**src/rtl/icache_refill_ctrl_pkg.sv**
```systemverilog
`default_nettype none
// ============================================================================
//  Module      : mips_cache_pkg
//  Description : Shared widths, refill state encoding and address-slicing
//                helpers for the instruction-cache refill controller.
//  Revision    : 1.0 - initial release
// ============================================================================
package mips_cache_pkg;

    // Default cache geometry: 22-bit tag, 128 lines, two 32-bit words per line
    localparam int c_TAG_W          = 22;
    localparam int c_INDEX_W        = 7;
    localparam int c_WORDS_PER_LINE = 2;

    // Refill sequencer state encoding
    typedef logic [1:0] state_t;
    localparam state_t c_ST_IDLE   = 2'd0;
    localparam state_t c_ST_FILL   = 2'd1;
    localparam state_t c_ST_TAG    = 2'd2;
    localparam state_t c_ST_RESUME = 2'd3;

    // Byte-offset bits within a line (word select plus byte-in-word)
    function automatic int offs_w(input int wpl);
        return $clog2(wpl) + 2;
    endfunction

    // Width of the word-within-line select; never narrower than one bit
    function automatic int word_sel_w(input int wpl);
        return (wpl > 1) ? $clog2(wpl) : 1;
    endfunction

    // Tag field, right-justified; caller truncates to the tag width
    function automatic logic [31:0] addr_tag(input logic [31:0] addr, input int tag_lsb);
        return addr >> tag_lsb;
    endfunction

    // Line index field, right-justified; caller truncates to the index width
    function automatic logic [31:0] addr_index(input logic [31:0] addr, input int offs);
        return addr >> offs;
    endfunction

    // Word address (word-within-line in the low bits); caller truncates
    function automatic logic [31:0] addr_word(input logic [31:0] addr);
        return addr >> 2;
    endfunction

    // Byte within a 32-bit word
    function automatic logic [1:0] addr_byte(input logic [31:0] addr);
        return addr[1:0];
    endfunction

endpackage : mips_cache_pkg
`default_nettype wire

```
**src/rtl/icache_refill_ctrl_if.sv**
```systemverilog
`default_nettype none
// ============================================================================
//  Module      : icache_refill_ctrl_if
//  Description : Fetch-stage, memory-port and cache-array signals seen by the
//                instruction-cache refill controller.
//  Revision    : 1.0 - initial release
// ============================================================================
interface icache_refill_ctrl_if
    import mips_cache_pkg::*;
#(
    parameter int TAG_W      = c_TAG_W,
    parameter int INDEX_W    = c_INDEX_W,
    parameter int WORD_SEL_W = word_sel_w(c_WORDS_PER_LINE)
);

    // Fetch stage
    logic                  fetch_valid;
    logic [31:0]           fetch_addr;
    logic                  tag_hit;
    logic                  pc_we;
    logic                  IFID_we;

    // Instruction memory port
    logic                  mem_req;
    logic [31:0]           mem_addr;
    logic                  mem_ack;
    logic [31:0]           mem_rdata;

    // Cache array write ports
    logic                  data_we;
    logic [INDEX_W-1:0]    data_index;
    logic [WORD_SEL_W-1:0] data_word;
    logic [31:0]           data_wdata;
    logic                  tag_we;
    logic [INDEX_W-1:0]    tag_index;
    logic [TAG_W-1:0]      tag_wdata;

    // Status
    logic [15:0]           miss_count;
    logic                  busy;

    // Controller side
    modport master (
        input  fetch_valid, fetch_addr, tag_hit, mem_ack, mem_rdata,
        output pc_we, IFID_we, mem_req, mem_addr,
        output data_we, data_index, data_word, data_wdata,
        output tag_we, tag_index, tag_wdata, miss_count, busy
    );

    // Pipeline / memory / array side
    modport slave (
        output fetch_valid, fetch_addr, tag_hit, mem_ack, mem_rdata,
        input  pc_we, IFID_we, mem_req, mem_addr,
        input  data_we, data_index, data_word, data_wdata,
        input  tag_we, tag_index, tag_wdata, miss_count, busy
    );

endinterface : icache_refill_ctrl_if
`default_nettype wire

```
**src/rtl/icache_refill_ctrl.sv**
```systemverilog
`default_nettype none
// ============================================================================
//  Module      : icache_refill_ctrl
//  Description : Instruction-cache miss/refill sequencer. Stalls the PC and
//                IF/ID registers on a fetch miss, reads the line one word per
//                beat over a req/ack port, writes the data array, then the
//                tag, and releases the pipeline after one re-read cycle.
//  Revision    : 1.0 - initial release
// ============================================================================
module icache_refill_ctrl
    import mips_cache_pkg::*;
#(
    parameter int TAG_W          = c_TAG_W,
    parameter int INDEX_W        = c_INDEX_W,
    parameter int WORDS_PER_LINE = c_WORDS_PER_LINE
) (
    input  logic                 clk,
    input  logic                 reset,
    icache_refill_ctrl_if.master bus
);

    localparam int c_OFFS_W = offs_w(WORDS_PER_LINE);
    localparam int c_WSEL_W = word_sel_w(WORDS_PER_LINE);
    localparam logic [c_WSEL_W-1:0] c_LAST_BEAT = c_WSEL_W'(WORDS_PER_LINE - 1);
    localparam logic [c_WSEL_W-1:0] c_BEAT_ONE  = c_WSEL_W'(1);

    state_t              r_state;
    logic [c_WSEL_W-1:0] r_beat;
    logic [TAG_W-1:0]    r_tag;
    logic [INDEX_W-1:0]  r_index;
    logic                r_mem_req;
    logic                r_tag_we;
    logic [15:0]         r_miss_count;

    logic                w_idle;
    logic                w_miss;
    logic                w_beat_done;
    logic [31:0]         w_mem_addr;

    assign w_idle      = (r_state == c_ST_IDLE);
    assign w_miss      = bus.fetch_valid && !bus.tag_hit;
    assign w_beat_done = (r_state == c_ST_FILL) && bus.mem_ack;

    // Beat address: latched line plus the word select (absent for 1-word lines)
    if (WORDS_PER_LINE > 1) begin : g_multi_word
        assign w_mem_addr = {r_tag, r_index, r_beat, 2'b00};
    end else begin : g_single_word
        assign w_mem_addr = {r_tag, r_index, 2'b00};
    end

    // Refill sequencer: latch the missing line, step beats on ack, write tag last
    always_ff @(posedge clk) begin
        if (reset) begin
            r_state   <= c_ST_IDLE;
            r_beat    <= '0;
            r_tag     <= '0;
            r_index   <= '0;
            r_mem_req <= 1'b0;
            r_tag_we  <= 1'b0;
        end else begin
            case (r_state)
                c_ST_IDLE: begin
                    if (w_miss) begin
                        r_tag     <= TAG_W'(addr_tag(bus.fetch_addr, c_OFFS_W + INDEX_W));
                        r_index   <= INDEX_W'(addr_index(bus.fetch_addr, c_OFFS_W));
                        r_beat    <= '0;
                        r_mem_req <= 1'b1;
                        r_state   <= c_ST_FILL;
                    end
                end
                c_ST_FILL: begin
                    if (bus.mem_ack) begin
                        if (r_beat == c_LAST_BEAT) begin
                            // Whole line is in the data array; only now mark it valid
                            r_mem_req <= 1'b0;
                            r_tag_we  <= 1'b1;
                            r_state   <= c_ST_TAG;
                        end else begin
                            r_beat <= r_beat + c_BEAT_ONE;
                        end
                    end
                end
                c_ST_TAG: begin
                    r_tag_we <= 1'b0;
                    r_state  <= c_ST_RESUME;
                end
                c_ST_RESUME: begin
                    // Arrays re-read the freshly valid line this cycle
                    r_state <= c_ST_IDLE;
                end
                default: begin
                    r_mem_req <= 1'b0;
                    r_tag_we  <= 1'b0;
                    r_state   <= c_ST_IDLE;
                end
            endcase
        end
    end

    // Serviced-miss counter, bumped once per tag write and pinned at all-ones
    always_ff @(posedge clk) begin
        if (reset) begin
            r_miss_count <= '0;
        end else if ((r_state == c_ST_TAG) && (r_miss_count != 16'hFFFF)) begin
            r_miss_count <= r_miss_count + 16'd1;
        end
    end

    // Stall is combinational in IDLE so the miss cycle itself holds the PC
    assign bus.pc_we      = w_idle && !w_miss;
    assign bus.IFID_we    = w_idle && !w_miss;

    assign bus.mem_req    = r_mem_req;
    assign bus.mem_addr   = w_mem_addr;

    // Array strobes are masked by reset so an abort writes nothing further
    assign bus.data_we    = w_beat_done && !reset;
    assign bus.data_index = r_index;
    assign bus.data_word  = r_beat;
    assign bus.data_wdata = bus.mem_rdata;

    assign bus.tag_we     = r_tag_we && !reset;
    assign bus.tag_index  = r_index;
    assign bus.tag_wdata  = r_tag;

    assign bus.miss_count = r_miss_count;
    assign bus.busy       = !w_idle;

endmodule : icache_refill_ctrl
`default_nettype wire

```
**src/flat_wrapper.sv**
```systemverilog
// flat-port wrapper written by rule: the top's interface ports become plain ports
module icache_refill_ctrl_flat import mips_cache_pkg::*;
#(
    parameter int TAG_W          = c_TAG_W,
    parameter int INDEX_W        = c_INDEX_W,
    parameter int WORDS_PER_LINE = c_WORDS_PER_LINE
)
  (clk, reset, bus_fetch_valid, bus_fetch_addr, bus_tag_hit, bus_mem_ack, bus_mem_rdata, bus_pc_we, bus_IFID_we, bus_mem_req, bus_mem_addr, bus_data_we, bus_data_index, bus_data_word, bus_data_wdata, bus_tag_we, bus_tag_index, bus_tag_wdata, bus_miss_count, bus_busy);
  icache_refill_ctrl_if #(.TAG_W(TAG_W), .INDEX_W(INDEX_W), .WORD_SEL_W(1)) bus_i ();
  input  logic clk;
  input  logic reset;
  input wire logic [$bits(bus_i.fetch_valid)-1:0] bus_fetch_valid;
  input wire logic [$bits(bus_i.fetch_addr)-1:0] bus_fetch_addr;
  input wire logic [$bits(bus_i.tag_hit)-1:0] bus_tag_hit;
  input wire logic [$bits(bus_i.mem_ack)-1:0] bus_mem_ack;
  input wire logic [$bits(bus_i.mem_rdata)-1:0] bus_mem_rdata;
  output wire logic [$bits(bus_i.pc_we)-1:0] bus_pc_we;
  output wire logic [$bits(bus_i.IFID_we)-1:0] bus_IFID_we;
  output wire logic [$bits(bus_i.mem_req)-1:0] bus_mem_req;
  output wire logic [$bits(bus_i.mem_addr)-1:0] bus_mem_addr;
  output wire logic [$bits(bus_i.data_we)-1:0] bus_data_we;
  output wire logic [$bits(bus_i.data_index)-1:0] bus_data_index;
  output wire logic [$bits(bus_i.data_word)-1:0] bus_data_word;
  output wire logic [$bits(bus_i.data_wdata)-1:0] bus_data_wdata;
  output wire logic [$bits(bus_i.tag_we)-1:0] bus_tag_we;
  output wire logic [$bits(bus_i.tag_index)-1:0] bus_tag_index;
  output wire logic [$bits(bus_i.tag_wdata)-1:0] bus_tag_wdata;
  output wire logic [$bits(bus_i.miss_count)-1:0] bus_miss_count;
  output wire logic [$bits(bus_i.busy)-1:0] bus_busy;
  assign bus_i.fetch_valid = bus_fetch_valid;
  assign bus_i.fetch_addr = bus_fetch_addr;
  assign bus_i.tag_hit = bus_tag_hit;
  assign bus_i.mem_ack = bus_mem_ack;
  assign bus_i.mem_rdata = bus_mem_rdata;
  assign bus_pc_we = bus_i.pc_we;
  assign bus_IFID_we = bus_i.IFID_we;
  assign bus_mem_req = bus_i.mem_req;
  assign bus_mem_addr = bus_i.mem_addr;
  assign bus_data_we = bus_i.data_we;
  assign bus_data_index = bus_i.data_index;
  assign bus_data_word = bus_i.data_word;
  assign bus_data_wdata = bus_i.data_wdata;
  assign bus_tag_we = bus_i.tag_we;
  assign bus_tag_index = bus_i.tag_index;
  assign bus_tag_wdata = bus_i.tag_wdata;
  assign bus_miss_count = bus_i.miss_count;
  assign bus_busy = bus_i.busy;
  icache_refill_ctrl #(.TAG_W(TAG_W), .INDEX_W(INDEX_W), .WORDS_PER_LINE(WORDS_PER_LINE)) u_core (.clk(clk), .reset(reset), .bus(bus_i));
endmodule
```
**config.mk**
```make
export PLATFORM = sky130hd
export DESIGN_NAME = icache_refill_ctrl_flat
export DESIGN_NICKNAME = d
export VERILOG_FILES = /design/src/rtl/icache_refill_ctrl_pkg.sv /design/src/rtl/icache_refill_ctrl_if.sv /design/src/rtl/icache_refill_ctrl.sv /design/src/flat_wrapper.sv
export SDC_FILE = /design/constraint.sdc
export NUM_CORES = 1
export LEC_CHECK = 0
export ABC_CLOCK_PERIOD_IN_PS = 3400
export CAP_MARGIN = 20
export CORE_MARGIN = 8
export CORE_UTILIZATION = 37
export DETAILED_ROUTE_END_ITERATION = 12
export GPL_TIMING_DRIVEN = 0
export PLACE_DENSITY = 0.94
export SLEW_MARGIN = 5
export SYNTH_ARGS = -nofsm -noshare
export SYNTH_HDL_FRONTEND = slang
export SYNTH_SLANG_ARGS = --single-unit
```
**constraint.sdc**
```tcl
create_clock -name clk -period 3.4 [get_ports clk]
set_clock_uncertainty 0.05 [all_clocks]
set_input_delay 0.51 -clock clk [delete_from_list [all_inputs] [get_ports clk]]
set_output_delay 0.51 -clock clk [all_outputs]
set_load 0.005 [all_outputs]
```
==> results of run 1 <==
## per-stage QoR
stage                     total power [mW]  instance area (um^2)  hold WS (ns)  util [%]
after CTS                             1.86                  4390         0.429      64.2
after detailed placement              1.50                  4290         0.416      62.8
after global placement                1.47                  4290         0.407      62.8
after floorplan                       1.09                  2640         0.416         -
after global routing                  1.97                  4390         0.446      64.2
final                                 1.84                  4390         0.426      64.2
## critical path: stages
cell and delay [ns]:
clkbuf_1 0.23, clkbuf_1 0.43, buf_1 0.47, nor2_1 0.10, clkdlybuf4s50_1 0.48
## worst min path at each step
stage / end / cells past startpoint / slack, ns
3_5_place_dp: u_core.bus.tag_wdata[20] / 2 / 0.42
4_1_cts: u_core.bus.tag_wdata[20] / 2 / 0.43
6_report: u_core.bus.tag_wdata[20] / 2 / 0.43
2_1_floorplan: u_core.bus.tag_wdata[0] / 2 / 0.42
5_1_grt: u_core.bus.tag_wdata[20] / 2 / 0.45
3_3_place_gp: u_core.bus.tag_wdata[13] / 2 / 0.41
## cell usage after synthesis (5+ instances only)
cell type / instances / area share [%]
or3_1: 7 / 1.7
clkbuf_1: 11 / 1.6
nor2b_1: 5 / 1.2
a21oi_1: 39 / 7.4
nand3_1: 7 / 1.3
nor2_1: 11 / 1.6
nand2_1: 68 / 9.7
o21ai_0: 6 / 1.1
inv_1: 8 / 1.1
buf_4: 72 / 21
ha_1: 5 / 2.4
dfxtp_1: 50 / 38
## sequential cells by signal, summed over array words and instances, names as in the netlist
signal	count
u_core.bus.data_word	1
u_core.bus.tag_wdata	22
u_core.bus.mem_req	1
u_core.r_state	2
u_core.r_tag_we	1
u_core.bus.miss_count	16
u_core.bus.data_index	7
## layer usage
metal	track usage, %	wire [um]	vias up
met3	7.27	1010	11
li1	-	-	1354
met2	30.5	4180	155
met4	3.60	80	0
met1	17.4	3510	1245
met5	0	0	-
## cell families after synthesis
kind of cell,count (synthesis),share of synthesized area [%]
AND/OR/NAND/NOR,117,20.7
buffers and inverters,92,23.4
AO/OA/AOI/OAI,61,13.5
flip-flops,50,38.0
multiplexers,5,1.99
adder cells (fa/ha/maj),5,2.37
other,1,0.142
## report_power, final
| part | switching (mW) | total [mW] | internal [mW] | leakage [nW] |
|---|---|---|---|---|
| Clock | 0.197 | 0.361 | 0.164 | 0.0472 |
| Sequential | 0.0546 | 0.706 | 0.651 | 0.406 |
| Combinational | 0.306 | 0.775 | 0.469 | 1.25 |
| Total | 0.558 | 1.84 | 1.28 | 1.70 |
## cell type report
cell class                 instances  area [um^2]  share of cell area, %
clock inverter                     2         12.5                  0.285
multi-input combinational        190         1020                   23.3
timing repair buffer             153         1530                   34.9
buffer                            84          586                   13.3
clock buffer                       6         82.6                   1.88
sequential                        50         1000                   22.8
inverter                           8         30.0                  0.685
tap                               96          120                   2.74
==> impl_metrics.toml, run 1 <==
[drt]
final_antenna_net_count = 0
wl_um = 8780
first_iter_violations = 75
wl_per_cell_um = 14.9
via_count = 2765
viasPerCell = 4.69
drcViolationCount = 0
drtPass1Iterations = 4

[clocking]
path_clk_slew_ns = 0.08
cts_tree = "built"
cts-htree-levels = 2
cts_setup_buffers = 0
cts_resized = 0
clk-insertion-delay-late_ns = 0.30
numCtsBuffers = 5
root_buffer = "clkbuf_8"
cts_buffer_depth = 2
hold_buffers = 0
cts.sinks = 50

[critical_path]
worst_setup_path_end_kind = "output pin"
reg2regPathDepth = 8
reg2reg_to = "u_core.bus.data_index[1]"
worst_ep_arrival_time_ns = 2.22
timing.rr.start = "u_core.r_state[0]"
start_kind = "input pin"
critPathMaxFanout = 10
cp-startpoint = "reset"
r2r_setup_slack_ns = 1.25
required_ns = 2.84
path_class = "in2out"
worstSetupEndpoint = "bus_data_we"

[global_route]
track_usage_pct = 16.8
grt-ovfl-total = 0
grt_pass1_wl_um = 13800
antenna_found_initial = 0
grt_pass1_vias = 2757
grt_max_degree = 16

[place]
hpwl_um = 7320
dp.cells = 581
portBuffers = 153
routabilityCongestion = 0.831
dp_slack_ns = 0.631

[final_layout]
area_growth_pct = 66.4
fin_cells = 589
layout-drive-gt1-share_pct = 17.4
fin_nets = 566
final_cell_mix = "clkdlybuf4s50_1 (153), buf_4 (72), nand2_1 (68)"
nFillCells = 586
final_common_cell = "clkdlybuf4s50_1"
antenna_cells = 0

[outcome]
outcome = "finished, final reports clean"

[floorplanning]
die_area_um2 = 10100
die_height_um = 100
coreArea_um2 = 6830
ios = 192
die_w_um = 100
initial_core_util_pct = 38.6
rows = 30

[sta]
slew_headroom_pct = 56.1
finalHoldViolCount = 0
setup_viol_count_final = 0
layout_min_cycle_time_ns = 2.78
fmax_mhz = 360
worst_slack_ns = 0.623
finalMaxSlewViolations = 0
rsz0062_at_grt = "false"
fin_setup_tns_ns = 0
tightest_slew_ns = 0.654
timing.final.crit_share_pct = 81.7

[yosys]
avgSynthCellArea_um2 = 7.96
synth_cell_types = 37
synth_edf_count = 0
synth_seq_cells = 50
synth_area_um2 = 2640
ys.flop_type = "dfxtp_1"
yosysWarnings = 0
syn-instance-count = 331
yosysSeqAreaShare_pct = 38.0
ys_async_sr_fraction_pct = 0

[worst_hold_path]
hp-start = "u_core.bus.tag_wdata[20]"
hold_class = "reg2reg"

[power_and_ir_drop]
peakVddDrop_uv = 192
p_leak_nw = 1.70
power_density_nw_per_um2 = 420

[run]
drv_cap = 0
Power figures use the tool's default switching activity.
==> run 2: changes to the inputs <==
- ABC_CLOCK_PERIOD_IN_PS: 3400 -> 2600
- CORE_UTILIZATION: 37 -> 35
- PLACE_DENSITY: 0.94 -> 0.9
- clock period: 3.4 -> 2.6 ns (I/O delays scaled with it)
==> impl_metrics.toml, run 2 (synthesis gave the netlist of run 1 again) <==
[power_and_ir_drop]
finalPower_mw = 2.37
p_leak_nw = 1.70
power_density_nw_per_um2 = 542
peakVddDrop_uv = 268

[clocking]
clk-insertion-delay-late_ns = 0.30
cts.sinks = 50
cts_tree = "built"
cts_setup_buffers = 0
numCtsBuffers = 5
hold_buffers = 0
root_buffer = "clkbuf_8"
cts_buffer_depth = 2
path_clk_slew_ns = 0.08
cts_resized = 0
cts-htree-levels = 2

[critical_path]
reg2regPathDepth = 8
cp-startpoint = "reset"
worst_ep_arrival_time_ns = 1.94
path_common_cell = "clkbuf_1"
critPathMaxFanout = 10
timing.rr.start = "u_core.r_state[0]"
max_stage_delay_ns = 0.47
required_ns = 2.16
worst_setup_path_end_kind = "output pin"
reg2reg_to = "u_core.bus.tag_wdata[19]"
critPathTopFamily = "buffers and inverters"
r2r_setup_slack_ns = 0.42
path_class = "in2out"
crit_cells = 5
cp_slowest_cell = "clkdlybuf4s50_1"
path_buf_inv = 4
path_cells = "clkbuf_1, clkbuf_1, clkbuf_2, nor2_1, clkdlybuf4s50_1"
worstSetupEndpoint = "bus_data_we"
start_kind = "input pin"

[sta]
layout_min_cycle_time_ns = 2.38
fin_setup_tns_ns = 0
setup_viol_count_final = 0
slew_headroom_pct = 55.9
finalHoldViolCount = 0
timing.final.crit_share_pct = 91.6
finalMaxSlewViolations = 0
rsz0062_at_grt = "false"
tightest_slew_ns = 0.662
fmax_mhz = 420

[final_layout]
fin_nets = 566
nFillCells = 636
antenna_cells = 0
final_cell_mix = "clkdlybuf4s50_1 (153), buf_4 (72), nand2_1 (68)"
largest_reg_flops = 22
multiInputGateArea_um2 = 1020
utilization_pct = 60.1
area_growth_pct = 66.1
seq_area_um2 = 1000
final_common_cell = "clkdlybuf4s50_1"
layout-drive-gt1-share_pct = 17.5

[global_route]
grt_pass1_vias = 2749
track_usage_pct = 15.5
grt_pass1_wl_um = 13000
grt_max_degree = 16
antenna_found_initial = 0
grt-ovfl-total = 0

[drt]
wl_um = 8810
first_iter_violations = 88
wl_per_cell_um = 14.9
via_count = 2763
viasPerCell = 4.68
final_antenna_net_count = 0
drcViolationCount = 0
drtPass1Iterations = 5

[outcome]
outcome = "finished, final reports clean"

[floorplanning]
die_area_um2 = 10600
ios = 192
die_height_um = 103
die_w_um = 103
coreArea_um2 = 7290
initial_core_util_pct = 36.2
rows = 31

[run]
drv_cap = 0

[worst_hold_path]
hold_class = "reg2reg"

[place]
hpwl_um = 7320
portBuffers = 153
routabilityCongestion = 0.841
## run 2: changes by cell type in the layout (fill, tap and decap cells not counted), sizes merged
cell | previous run | this run
buf | 73 | 72
clkinvlp | 1 | 0
inv | 8 | 9
## run 2: how the worst min path moves through the flow
stage / from / end / slack [ns] / depth (start not counted)
after floorplan: u_core.bus.tag_wdata[0] / u_core.bus.tag_wdata[0] / 0.42 / 2
final: u_core.bus.tag_wdata[1] / u_core.bus.tag_wdata[1] / 0.42 / 2
after global routing: u_core.bus.tag_wdata[1] / u_core.bus.tag_wdata[1] / 0.44 / 2
after CTS: u_core.bus.tag_wdata[6] / u_core.bus.tag_wdata[6] / 0.43 / 2
after detailed placement: u_core.bus.tag_wdata[6] / u_core.bus.tag_wdata[6] / 0.41 / 2
after global placement: u_core.bus.tag_wdata[11] / u_core.bus.tag_wdata[11] / 0.41 / 2
## run 2: per-layer routing
metal | wire length (um) | GRT usage (%) | vias to the layer above
li1 | - | - | 1359
met5 | 0 | 0 | -
met4 | 124 | 4.89 | 0
met1 | 3350 | 16.0 | 1257
met3 | 1030 | 5.60 | 11
met2 | 4310 | 28.4 | 136
## run 2: final cells by class
cell class	instances	area share (%)
multi-input combinational	190	23.4
timing repair buffer	153	35.0
clock inverter	2	0.314
tap	99	2.83
sequential	50	22.9
buffer	84	13.4
clock buffer	5	1.57
inverter	8	0.686
## run 2: per-stage QoR
stage                     setup WS [ns]  instance area, um^2  std cells  hold WS (ns)
after CTS                        0.0441                 4380        591         0.427
after global routing              0.100                 4380        591         0.445
after global placement           0.0264                 4300        584         0.409
final                             0.218                 4380        591         0.422
after detailed placement         0.0515                 4300        584         0.414
after floorplan                   0.742                 2640        332         0.416
## run 2: power breakdown
part	switching, mW	leakage (nW)	total (mW)	internal, mW
logic	0.398	1.25	1.01	0.613
clock network	0.256	0.0444	0.442	0.186
registers	0.0678	0.406	0.919	0.851
## run 2: worst register-to-register path, delay by kind of cell (launching register included)
| kind | cells | cell delay (ns) |
|---|---|---|
| and+or+nand+nor | 2 | 0.24 |
| AOI/OAI and AO/OA | 1 | 0.16 |
| adders and majority gates | 1 | 0.29 |
| buffers and inverters | 4 | 0.99 |
| DFF | 1 | 0.39 |
==> run 3: changes to the inputs <==
--- a/config.mk
+++ b/config.mk
@@ -6,5 +6,5 @@
 export NUM_CORES = 1
 export LEC_CHECK = 0
-export ABC_CLOCK_PERIOD_IN_PS = 2600
+export ABC_CLOCK_PERIOD_IN_PS = 2200
 export CAP_MARGIN = 20
 export CORE_MARGIN = 8
==> constraint.sdc (replaced) <==
create_clock -name clk -period 2.2 [get_ports clk]
set_clock_uncertainty 0.05 [all_clocks]
set_input_delay 0.22 -clock clk [delete_from_list [all_inputs] [get_ports clk]]
set_output_delay 0.22 -clock clk [all_outputs]
set_load 0.005 [all_outputs]
==> impl_metrics.toml, run 3 (synthesis gave the netlist of run 1 again) <==
[final_layout]
nFillCells = 633
fin_area_um2 = 4380
layout-drive-gt1-share_pct = 18.5
final_common_cell = "clkdlybuf4s50_1"
utilization_pct = 60.1
largest_reg_flops = 22
area_growth_pct = 66.3
fin_nets = 565
final_cell_mix = "clkdlybuf4s50_1 (153), buf_4 (72), nand2_1 (68)"
fin_cells = 590
antenna_cells = 0

[place]
routabilityCongestion = 0.841
dp.cells = 584
hpwl_um = 7320
dp_slack_ns = -0.0601
dpl_cell_area_um2 = 4300
portBuffers = 153

[global_route]
grt_pass1_vias = 2749
grt_pass1_wl_um = 13000
antenna_found_initial = 0
grt-ovfl-total = 0
grt_max_degree = 16
track_usage_pct = 15.5

[floorplanning]
die_height_um = 103
rows = 31
initial_core_util_pct = 36.2
die_w_um = 103
ios = 192
coreArea_um2 = 7290
die_area_um2 = 10600

[sta]
timing.final.crit_share_pct = 94.0
worst_slack_ns = 0.132
slew_headroom_pct = 56.7
setup_viol_count_final = 0
finalMaxSlewViolations = 0
tightest_slew_ns = 0.649
holdWs_ns = 0.279
rsz0062_at_grt = "false"
fmax_mhz = 483
finalHoldViolCount = 0
fin_setup_tns_ns = 0
layout_min_cycle_time_ns = 2.07

[clocking]
cts_buffer_depth = 2
clk-insertion-delay-late_ns = 0.30
cts_setup_buffers = 0
hold_buffers = 0
cts_tree = "built"
cts-htree-levels = 2
numCtsBuffers = 5
path_clk_slew_ns = 0.09
root_buffer = "clkbuf_8"
cts.sinks = 50

[drt]
final_antenna_net_count = 0
dr_wl_met2_um = 4350
wl_um = 8830
via_count = 2780
viasPerCell = 4.71
top_layer_used = "met4"
first_iter_violations = 92
wl_per_cell_um = 15.0
drcViolationCount = 0
route.met3.wl_um = 1030
drtPass1Iterations = 4
drt-met1-wl_um = 3330

[power_and_ir_drop]
swShare_pct = 30.3
power.switching_mw = 0.852
finalPower_mw = 2.81
power_density_nw_per_um2 = 641
p_seq_share_pct = 38.7
comb_power_share_pct = 42.8
pwr-share-clk_pct = 18.6
p_leak_nw = 1.70
peakVddDrop_uv = 319
p_int_mw = 1.96

[critical_path]
cp-startpoint = "u_core.r_state[0]"
critPathMaxFanout = 7
path_class = "reg2out"
worst_ep_arrival_time_ns = 1.80
start_kind = "register"
timing.rr.start = "u_core.r_state[0]"
worst_setup_path_end_kind = "output pin"
required_ns = 1.93

[run]
drv_cap = 0

[worst_hold_path]
hold_class = "in2reg"
hp-start = "reset"

[outcome]
outcome = "finished, final reports clean"
## run 3: layout make-up
type | instances | area [um^2] | area share [%]
plain buffers | 83 | 587 | 13.4
repair buffers | 153 | 1530 | 34.9
clock inverters | 2 | 13.8 | 0.314
flip-flops and latches | 50 | 1000 | 22.8
clock buffers | 5 | 68.8 | 1.57
multi-input cells | 190 | 1030 | 23.5
well taps | 99 | 124 | 2.83
inverters | 8 | 30.0 | 0.685
## run 3: power groups by stage
stage / sequential [mW] / combinational, mW / clock (mW)
6_report: 1.09 / 1.20 / 0.522
5_1_grt: 1.10 / 1.31 / 0.573
4_1_cts: 1.09 / 1.21 / 0.537
3_5_place_dp: 1.11 / 1.21 / 0
3_3_place_gp: 1.10 / 1.17 / 0
2_1_floorplan: 1.10 / 0.586 / 0
## run 3: path summary, 6_finish.rpt
| path | endpoint | slack (ns) | cells past startpoint |
|---|---|---|---|
| min | u_core.bus.miss_count[11] | 0.28 | 3 |
| max reg2reg | u_core.bus.miss_count[13] | 0.16 | 6 |
| min reg2reg | u_core.bus.tag_wdata[1] | 0.42 | 2 |
| max | bus_pc_we | 0.13 | 5 |
## run 3: what timing repair did
action | CTS | global route
endpoints found under the hold margin | 0 | 0
resized for setup | 2 | 6
endpoints found under the setup margin | 3 | 13
## run 3: worst max-delay path, cell delays in order (launching register included)
cell	delay, ns
dfxtp_1	0.35
inv_1	0.10
ha_2	0.25
and2_1	0.19
buf_4	0.11
clkdlybuf4s50_1	0.49
## run 3: routing by layer
| metal | global-route usage, % | vias to the layer above |
|---|---|---|
| li1 | - | 1357 |
| met1 | 16.0 | 1279 |
| met4 | 4.89 | 0 |
| met2 | 28.4 | 134 |
| met3 | 5.60 | 10 |
| met5 | 0 | - |
